==> src/rtl/pf_pkg.sv <==
// rtl/pf_pkg.sv - shared types and helpers for protected_flag_bank
//
// Purpose: clear FSM state encoding, channel-index width helper and the
//          saturating counter ceiling used by protected_flag_bank.
// Ports:   none (package).

package pf_pkg;

  typedef enum logic {
    PF_IDLE  = 1'b0,
    PF_CLEAR = 1'b1
  } pf_state_t;

  // Width of a channel index; never below one bit so a single-channel
  // bank still has a legal first_ch_o port.
  function automatic int ch_idx_w(input int num_ch);
    return (num_ch <= 2) ? 1 : $clog2(num_ch);
  endfunction

  // Largest value a cnt_width-bit counter may hold before it stops.
  function automatic logic [31:0] cnt_sat(input int cnt_width);
    return (cnt_width >= 32) ? 32'hFFFF_FFFF : ((32'd1 << cnt_width) - 32'd1);
  endfunction

endpackage

==> src/rtl/pf_sync_edge.sv <==
// rtl/pf_sync_edge.sv - optional 2-flop synchronizer plus rising-edge detector
//
// Purpose: turns one channel's event request into a single-cycle event pulse.
// Ports:
//   clk     - clock
//   nreset  - asynchronous active-low reset
//   set_i   - event request (async when SYNC_EN=1, clk-synchronous otherwise)
//   ev      - one-cycle pulse on each rising edge of the (synchronized) request

module pf_sync_edge #(
  parameter int SYNC_EN = 1
) (
  input  logic clk,
  input  logic nreset,
  input  logic set_i,
  output logic ev
);

  logic w_s;
  logic w_filled;
  logic r_prev;
  logic r_armed;

  if (SYNC_EN != 0) begin : g_sync
    logic       r_meta;
    logic       r_sync;
    logic [1:0] r_fill;

    // r_fill tracks how many post-reset samples have reached r_sync, so the
    // reset value of the chain is never mistaken for a genuine low input.
    always_ff @(posedge clk or negedge nreset) begin
      if (!nreset) begin
        r_meta <= 1'b0;
        r_sync <= 1'b0;
        r_fill <= 2'b00;
      end else begin
        r_meta <= set_i;
        r_sync <= r_meta;
        r_fill <= {r_fill[0], 1'b1};
      end
    end

    assign w_s      = r_sync;
    assign w_filled = r_fill[1];
  end else begin : g_direct
    assign w_s      = set_i;
    assign w_filled = 1'b1;
  end

  // A request that is already high when reset releases must fall and rise
  // again before it counts: the detector only arms after seeing a real low.
  always_ff @(posedge clk or negedge nreset) begin
    if (!nreset) begin
      r_prev  <= 1'b0;
      r_armed <= 1'b0;
    end else begin
      r_prev  <= w_s;
      r_armed <= r_armed | (w_filled & ~w_s);
    end
  end

  assign ev = w_s & ~r_prev & r_armed;

endmodule

==> src/rtl/protected_flag_bank.sv <==
// rtl/protected_flag_bank.sv - multi-channel sticky protection flag bank
//
// Purpose: per channel, detects protection events, holds a sticky flag, keeps
//          the address of the first event, counts events (saturating) and
//          reports re-hits; globally records the first channel to fire and
//          offers a per-channel clear through a valid/ready handshake.
// Ports:
//   clk, nreset    - clock, asynchronous active-low reset
//   set_i          - per-channel event request (rising edge = event)
//   addr_i         - per-channel address, channel k at [k*BUS_WIDTH +: BUS_WIDTH]
//   clr_valid      - clear request
//   clr_mask       - channels to clear, sampled on handshake
//   clr_ready      - block can accept a clear
//   flag_o         - sticky per-channel flag
//   any_flag_o     - OR of flag_o
//   addr_o         - address captured at each channel's first event
//   cnt_o          - per-channel saturating event count
//   ovf_o          - event seen while the channel flag was already set
//   first_valid_o  - first_ch_o is meaningful
//   first_ch_o     - index of the first channel to fire

module protected_flag_bank
  import pf_pkg::*;
#(
  parameter int BUS_WIDTH = 32,
  parameter int NUM_CH    = 4,
  parameter int CNT_WIDTH = 8,
  parameter int SYNC_EN   = 1
) (
  input  logic                          clk,
  input  logic                          nreset,
  input  logic [NUM_CH-1:0]             set_i,
  input  logic [NUM_CH*BUS_WIDTH-1:0]   addr_i,
  input  logic                          clr_valid,
  input  logic [NUM_CH-1:0]             clr_mask,
  output logic                          clr_ready,
  output logic [NUM_CH-1:0]             flag_o,
  output logic                          any_flag_o,
  output logic [NUM_CH*BUS_WIDTH-1:0]   addr_o,
  output logic [NUM_CH*CNT_WIDTH-1:0]   cnt_o,
  output logic [NUM_CH-1:0]             ovf_o,
  output logic                          first_valid_o,
  output logic [ch_idx_w(NUM_CH)-1:0]   first_ch_o
);

  localparam int                   IDX_W   = ch_idx_w(NUM_CH);
  localparam logic [CNT_WIDTH-1:0] CNT_SAT = CNT_WIDTH'(cnt_sat(CNT_WIDTH));

  pf_state_t         r_state;
  logic [NUM_CH-1:0] r_mask;
  logic              r_clr_ready;
  logic              r_first_valid;
  logic [IDX_W-1:0]  r_first_ch;

  logic [NUM_CH-1:0] w_ev;
  logic [NUM_CH-1:0] w_clr;
  logic              w_any_ev;
  logic [IDX_W-1:0]  w_first_idx;
  logic [NUM_CH-1:0] w_first_sel;
  logic              w_first_clr;

  // Channels being wiped at the end of this cycle.
  assign w_clr = (r_state == PF_CLEAR) ? r_mask : '0;

  for (genvar k = 0; k < NUM_CH; k++) begin : g_ch
    logic                 r_flag;
    logic                 r_ovf;
    logic [BUS_WIDTH-1:0] r_addr;
    logic [CNT_WIDTH-1:0] r_cnt;

    pf_sync_edge #(
      .SYNC_EN (SYNC_EN)
    ) u_sync_edge (
      .clk    (clk),
      .nreset (nreset),
      .set_i  (set_i[k]),
      .ev     (w_ev[k])
    );

    // An event in the same cycle as a clear of this channel wins: the
    // channel restarts as if the clear had happened just before the event.
    always_ff @(posedge clk or negedge nreset) begin
      if (!nreset) begin
        r_flag <= 1'b0;
        r_ovf  <= 1'b0;
        r_addr <= '0;
        r_cnt  <= '0;
      end else if (w_ev[k]) begin
        r_flag <= 1'b1;
        if (w_clr[k]) begin
          r_addr <= addr_i[k*BUS_WIDTH +: BUS_WIDTH];
          r_cnt  <= CNT_WIDTH'(1);
          r_ovf  <= 1'b0;
        end else begin
          if (!r_flag) begin
            r_addr <= addr_i[k*BUS_WIDTH +: BUS_WIDTH];
          end else begin
            r_ovf <= 1'b1;
          end
          if (r_cnt != CNT_SAT) begin
            r_cnt <= r_cnt + CNT_WIDTH'(1);
          end
        end
      end else if (w_clr[k]) begin
        r_flag <= 1'b0;
        r_ovf  <= 1'b0;
        r_addr <= '0;
        r_cnt  <= '0;
      end
    end

    assign flag_o[k]                          = r_flag;
    assign ovf_o[k]                           = r_ovf;
    assign addr_o[k*BUS_WIDTH +: BUS_WIDTH]   = r_addr;
    assign cnt_o[k*CNT_WIDTH +: CNT_WIDTH]    = r_cnt;
  end

  // Lowest-index event wins; scanning downward leaves the lowest hit last.
  always_comb begin
    w_first_idx = '0;
    for (int k = NUM_CH - 1; k >= 0; k--) begin
      if (w_ev[k]) begin
        w_first_idx = IDX_W'(k);
      end
    end
  end

  assign w_any_ev    = |w_ev;
  assign w_first_sel = NUM_CH'(1) << r_first_ch;
  assign w_first_clr = r_first_valid & |(w_clr & w_first_sel);

  // Clearing the recorded first channel frees the slot, so an event landing
  // in that same cycle may claim it.
  always_ff @(posedge clk or negedge nreset) begin
    if (!nreset) begin
      r_first_valid <= 1'b0;
      r_first_ch    <= '0;
    end else if ((!r_first_valid || w_first_clr) && w_any_ev) begin
      r_first_valid <= 1'b1;
      r_first_ch    <= w_first_idx;
    end else if (w_first_clr) begin
      r_first_valid <= 1'b0;
      r_first_ch    <= '0;
    end
  end

  always_ff @(posedge clk or negedge nreset) begin
    if (!nreset) begin
      r_state     <= PF_IDLE;
      r_mask      <= '0;
      r_clr_ready <= 1'b1;
    end else begin
      case (r_state)
        PF_IDLE: begin
          if (clr_valid) begin
            r_mask      <= clr_mask;
            r_state     <= PF_CLEAR;
            r_clr_ready <= 1'b0;
          end
        end
        PF_CLEAR: begin
          r_state     <= PF_IDLE;
          r_clr_ready <= 1'b1;
        end
        default: begin
          r_state     <= PF_IDLE;
          r_clr_ready <= 1'b1;
        end
      endcase
    end
  end

  assign clr_ready     = r_clr_ready;
  assign any_flag_o    = |flag_o;
  assign first_valid_o = r_first_valid;
  assign first_ch_o    = r_first_ch;

endmodule

==> config.mk <==
export PLATFORM = sky130hd
export DESIGN_NAME = protected_flag_bank
export DESIGN_NICKNAME = d
export VERILOG_FILES = /design/src/rtl/pf_pkg.sv /design/src/rtl/pf_sync_edge.sv /design/src/rtl/protected_flag_bank.sv
export SDC_FILE = /design/constraint.sdc
export NUM_CORES = 1
export LEC_CHECK = 0
export ABC_AREA = 0
export CORE_MARGIN = 2
export CORE_UTILIZATION = 40
export DETAILED_ROUTE_END_ITERATION = 10
export GPL_TIMING_DRIVEN = 0
export MAX_ROUTING_LAYER = met4
export PLACE_DENSITY_LB_ADDON = 0.05
export SLEW_MARGIN = 10
export SYNTH_ARGS = -nofsm -noshare
export SYNTH_HDL_FRONTEND = slang
export SYNTH_SLANG_ARGS = --single-unit
==> constraint.sdc <==
create_clock -name clk -period 3.15 [get_ports clk]
set_input_delay 0.315 -clock clk [delete_from_list [all_inputs] [get_ports clk]]
set_output_delay 0.315 -clock clk [all_outputs]
set_load 0.01 [all_outputs]
==> flow_summary.json <==
{
  "hold_start": "set_i[2]",
  "grt_pass1_vias": 6202,
  "dpl.hpwl_mm": 14.8,
  "drtAntennaViolNets": 0,
  "power_mw": 7.61,
  "ys_seq_area_share_pct": 65.0,
  "dr_wl_met2_mm": 9.47,
  "boundaryPins": 312,
  "antenna_found_initial": 0,
  "synth_cells": 573,
  "cts.sinks": 195,
  "end_kind": "primary output",
  "fin_crit_sh_pct": 72.8,
  "h-tree-depth": 4,
  "die_w_um": 141,
  "worst_pin_slew_ps": 532,
  "irDropWorstVdd_mv": 0.395,
  "highest_layer": "met4",
  "cap_violations": 0,
  "drive_gt1_share_pct": 9.37,
  "start_util_pct": 40.4,
  "portBuffers": 311,
  "synth_edf_count": 0,
  "run_status": "completed",
  "clock.fmax_ghz": 0.436,
  "rsz0062_at_grt": "no",
  "firstDrtPassIters": 5,
  "grt_usage_pct": 21.0,
  "critical_path_arrival_ps": 1980,
  "finish.utilization_pct": 62.4,
  "swShare_pct": 27.4,
  "finalSetupTns_ps": 0,
  "rrSetupSlack_ps": 1300,
  "hold_viol": 0,
  "relSlewSlack_pct": 64.1,
  "ys_async_sr_fraction_pct": 100,
  "totalWireLength_mm": 20.2,
  "syn_nets": 716,
  "post_cts_buffers": 0,
  "ys_warn_count": 0,
  "clkTransAtPathRegs_ps": 70,
  "pwr-share-clk_pct": 29.4,
  "final_common_cell": "clkdlybuf4s50_1",
  "vias_per_cell": 5.19,
  "num_vias": 5980,
  "whs_endpoint": "g_ch[2].u_sync_edge.g_sync.r_meta$_DFF_PN0_",
  "combPwrFrac_pct": 27.5,
  "drv_slew": 0,
  "grt_max_degree": 74,
  "grt_first_pass_wirelength_mm": 32.6,
  "p_sw_mw": 2.08,
  "routedWlPerCell_um": 17.6,
  "setup_viol": 0,
  "hold_buffers": 1,
  "core_area_mm2": 0.0186,
  "cts_buffer_depth": 2,
  "worst_r2r_path_depth": 4,
  "overflow": 0,
  "drt_first_iter_violations": 294,
  "gp_routability_congestion": 0.887,
  "clock_latency_ps": 430,
  "m1WireLength_mm": 9.08,
  "cp_max_fo": 5,
  "min_period_ps": 2290,
  "ys.flop_type": "dfrtp_1",
  "dieHeight_um": 141,
  "layout.nets": 1049,
  "rows": 50,
  "route.detailed.drc": 0,
  "synth.avg_cell_area_um2": 13.1,
  "cts_made_buffers": 17,
  "cellLeakagePower_nw": 5.08,
  "hold-path-cell-count": 1,
  "holdCritPathClass": "input port to flip-flop",
  "syn-cell-area_mm2": 0.00751,
  "syn_to_final_growth_pct": 54.4,
  "num_antenna_cells": 0,
  "yosysUniqueCellTypes": 47,
  "post_cts_resized": 0,
  "worstSetupPathType": "flip-flop to primary output",
  "p_seq_share_pct": 43.0,
  "intPower_mw": 5.52,
  "cts_tree": "built",
  "die_area_mm2": 0.0199,
  "rr_endpoint": "g_ch[1].r_addr[6]$_DFFE_PN0P_",
  "ys_ff_latch": 195,
  "start_kind": "flip-flop",
  "layout_common_cells": "clkdlybuf4s50_1 (310), dfrtp_1 (194), a22o_1 (128)",
  "r2r_start": "g_ch[1].u_sync_edge.r_prev$_DFF_PN0_",
  "met3_wirelength_mm": 1.39,
  "cp.required_ps": 2830,
  "skew_ps": 12.2,
  "power_density_mw_per_mm2": 656,
  "clock-root-buffer": "clkbuf_16"
}
final cells by class:
type / instances / area [µm²]
Sequential cell: 195 / 4880
Fill cell: 1467 / 6990
Buffer: 41 / 224
Tap cell: 234 / 293
Inverter: 12 / 45.0
Multi-Input combinational cell: 325 / 2360
Timing Repair Buffer: 314 / 3180
Clock buffer: 20 / 457
Clock inverter: 11 / 149
power by group through the flow:
stage / registers, mW / logic, mW / clock network (mW)
final: 3.27 / 2.09 / 2.24
after global routing: 3.33 / 2.24 / 2.40
after CTS: 3.27 / 2.12 / 2.30
after detailed placement: 3.31 / 2.11 / 0
after global placement: 3.30 / 2.07 / 0
after floorplan: 3.45 / 0.640 / 0
critical path: stages (launching register included):
cell             delay [ps]
dfrtp_1                 450
or4_1                   570
clkdlybuf4s50_1         540
Yosys cell counts (2+ instances only):
| cell | n | area (µm²) |
|---|---|---|
| nand4_1 | 7 | 43.8 |
| and3_1 | 4 | 25.0 |
| o311ai_0 | 2 | 17.5 |
| inv_1 | 12 | 45.0 |
| o22ai_1 | 4 | 25.0 |
| o21ai_0 | 15 | 75.1 |
| xor2_1 | 4 | 35.0 |
| a21o_1 | 5 | 37.5 |
| mux2i_1 | 4 | 40.0 |
| nand2_1 | 18 | 67.6 |
| clkbuf_1 | 3 | 11.3 |
| and4_1 | 2 | 17.5 |
| o211ai_1 | 4 | 30.0 |
| a21oi_1 | 19 | 95.1 |
| buf_2 | 29 | 145 |
| nand3_1 | 9 | 45.0 |
| nor3_1 | 6 | 30.0 |
| o2111ai_1 | 3 | 26.3 |
| buf_4 | 9 | 67.6 |
| a31o_2 | 2 | 17.5 |
| a211oi_1 | 3 | 22.5 |
| or3_1 | 8 | 50.1 |
| and3b_1 | 4 | 35.0 |
| mux2_2 | 5 | 56.3 |
| ha_1 | 4 | 50.1 |
| dfrtp_1 | 194 | 4850 |
| nor4_1 | 2 | 12.5 |
| o31ai_1 | 2 | 15.0 |
| xnor2_1 | 4 | 35.0 |
| or2_2 | 2 | 12.5 |
| nor2_1 | 26 | 97.6 |
| a22o_1 | 128 | 1120 |
| nor2_2 | 2 | 12.5 |
| nand3b_1 | 4 | 30.0 |
| a32o_1 | 4 | 40.0 |
| o21a_1 | 2 | 15.0 |
| and2_1 | 6 | 37.5 |
| or4_1 | 3 | 22.5 |
flip-flops by register name, indices dropped and copies added, names as in the netlist:
name and cells:
g_ch.r_addr 128, g_ch.u_sync_edge.g_sync.r_fill 2, g_ch.u_sync_edge.r_prev 4, g_ch.u_sync_edge.g_sync.r_meta 4, clr_ready 1, g_ch.u_sync_edge.r_armed 4
g_ch.r_cnt 32, first_ch_o 2, g_ch.r_flag 4, r_mask 4, r_state 1, g_ch.r_ovf 4
first_valid_o 1, g_ch.u_sync_edge.g_sync.r_sync 4
layer usage:
metal	global-route usage, %	vias up
met5	-	-
met4	5.26	0
met3	5.54	28
met2	33.1	226
met1	27.3	2921
li1	-	2805
through the flow:
step / instances / worst slack (ps) / area, µm² / hold WS (ps)
floorplan: 573 / 1420 / 7510 / 19.4
global placement: 1118 / -6020 / 10900 / 332
detailed placement: 1120 / 1260 / 11000 / 288
CTS: 1152 / 855 / 11600 / 310
global route: 1152 / 824 / 11600 / 303
finish: 1152 / 856 / 11600 / 320
logic make-up (layout without fill, tap and decap cells):
| family | count (synthesis) | after routing | synth area share [%] |
|---|---|---|---|
| AO/OA/AOI/OAI | 196 | 196 | 20.9 |
| XOR/XNOR | 8 | 8 | 0.933 |
| adder cells (fa/ha/maj) | 4 | 4 | 0.667 |
| buffers and inverters | 53 | 398 | 3.58 |
| flip-flops | 195 | 195 | 65.0 |
| multiplexers | 9 | 9 | 1.28 |
| other | 1 | 1 | 0.0499 |
| AND/OR/NAND/NOR | 107 | 107 | 7.62 |
worst max path at each step:
stage                                                 to  slack, ps                            startpoint  cells after the start
after floorplan             g_ch[3].r_cnt[5]$_DFFE_PN0P_       1420          g_ch[3].r_cnt[0]$_DFFE_PN0P_                      5
after global placement    g_ch[1].r_addr[27]$_DFFE_PN0P_      -6020                                nreset                      1
after detailed placement   g_ch[2].r_addr[4]$_DFFE_PN0P_       1260  g_ch[2].u_sync_edge.r_prev$_DFF_PN0_                      4
after CTS                                     any_flag_o        860            g_ch[0].r_flag$_DFFE_PN0P_                      2
after global routing                          any_flag_o        820            g_ch[0].r_flag$_DFFE_PN0P_                      2
final                                         any_flag_o        860            g_ch[0].r_flag$_DFFE_PN0P_                      2
(Power assumes the default switching activity.)
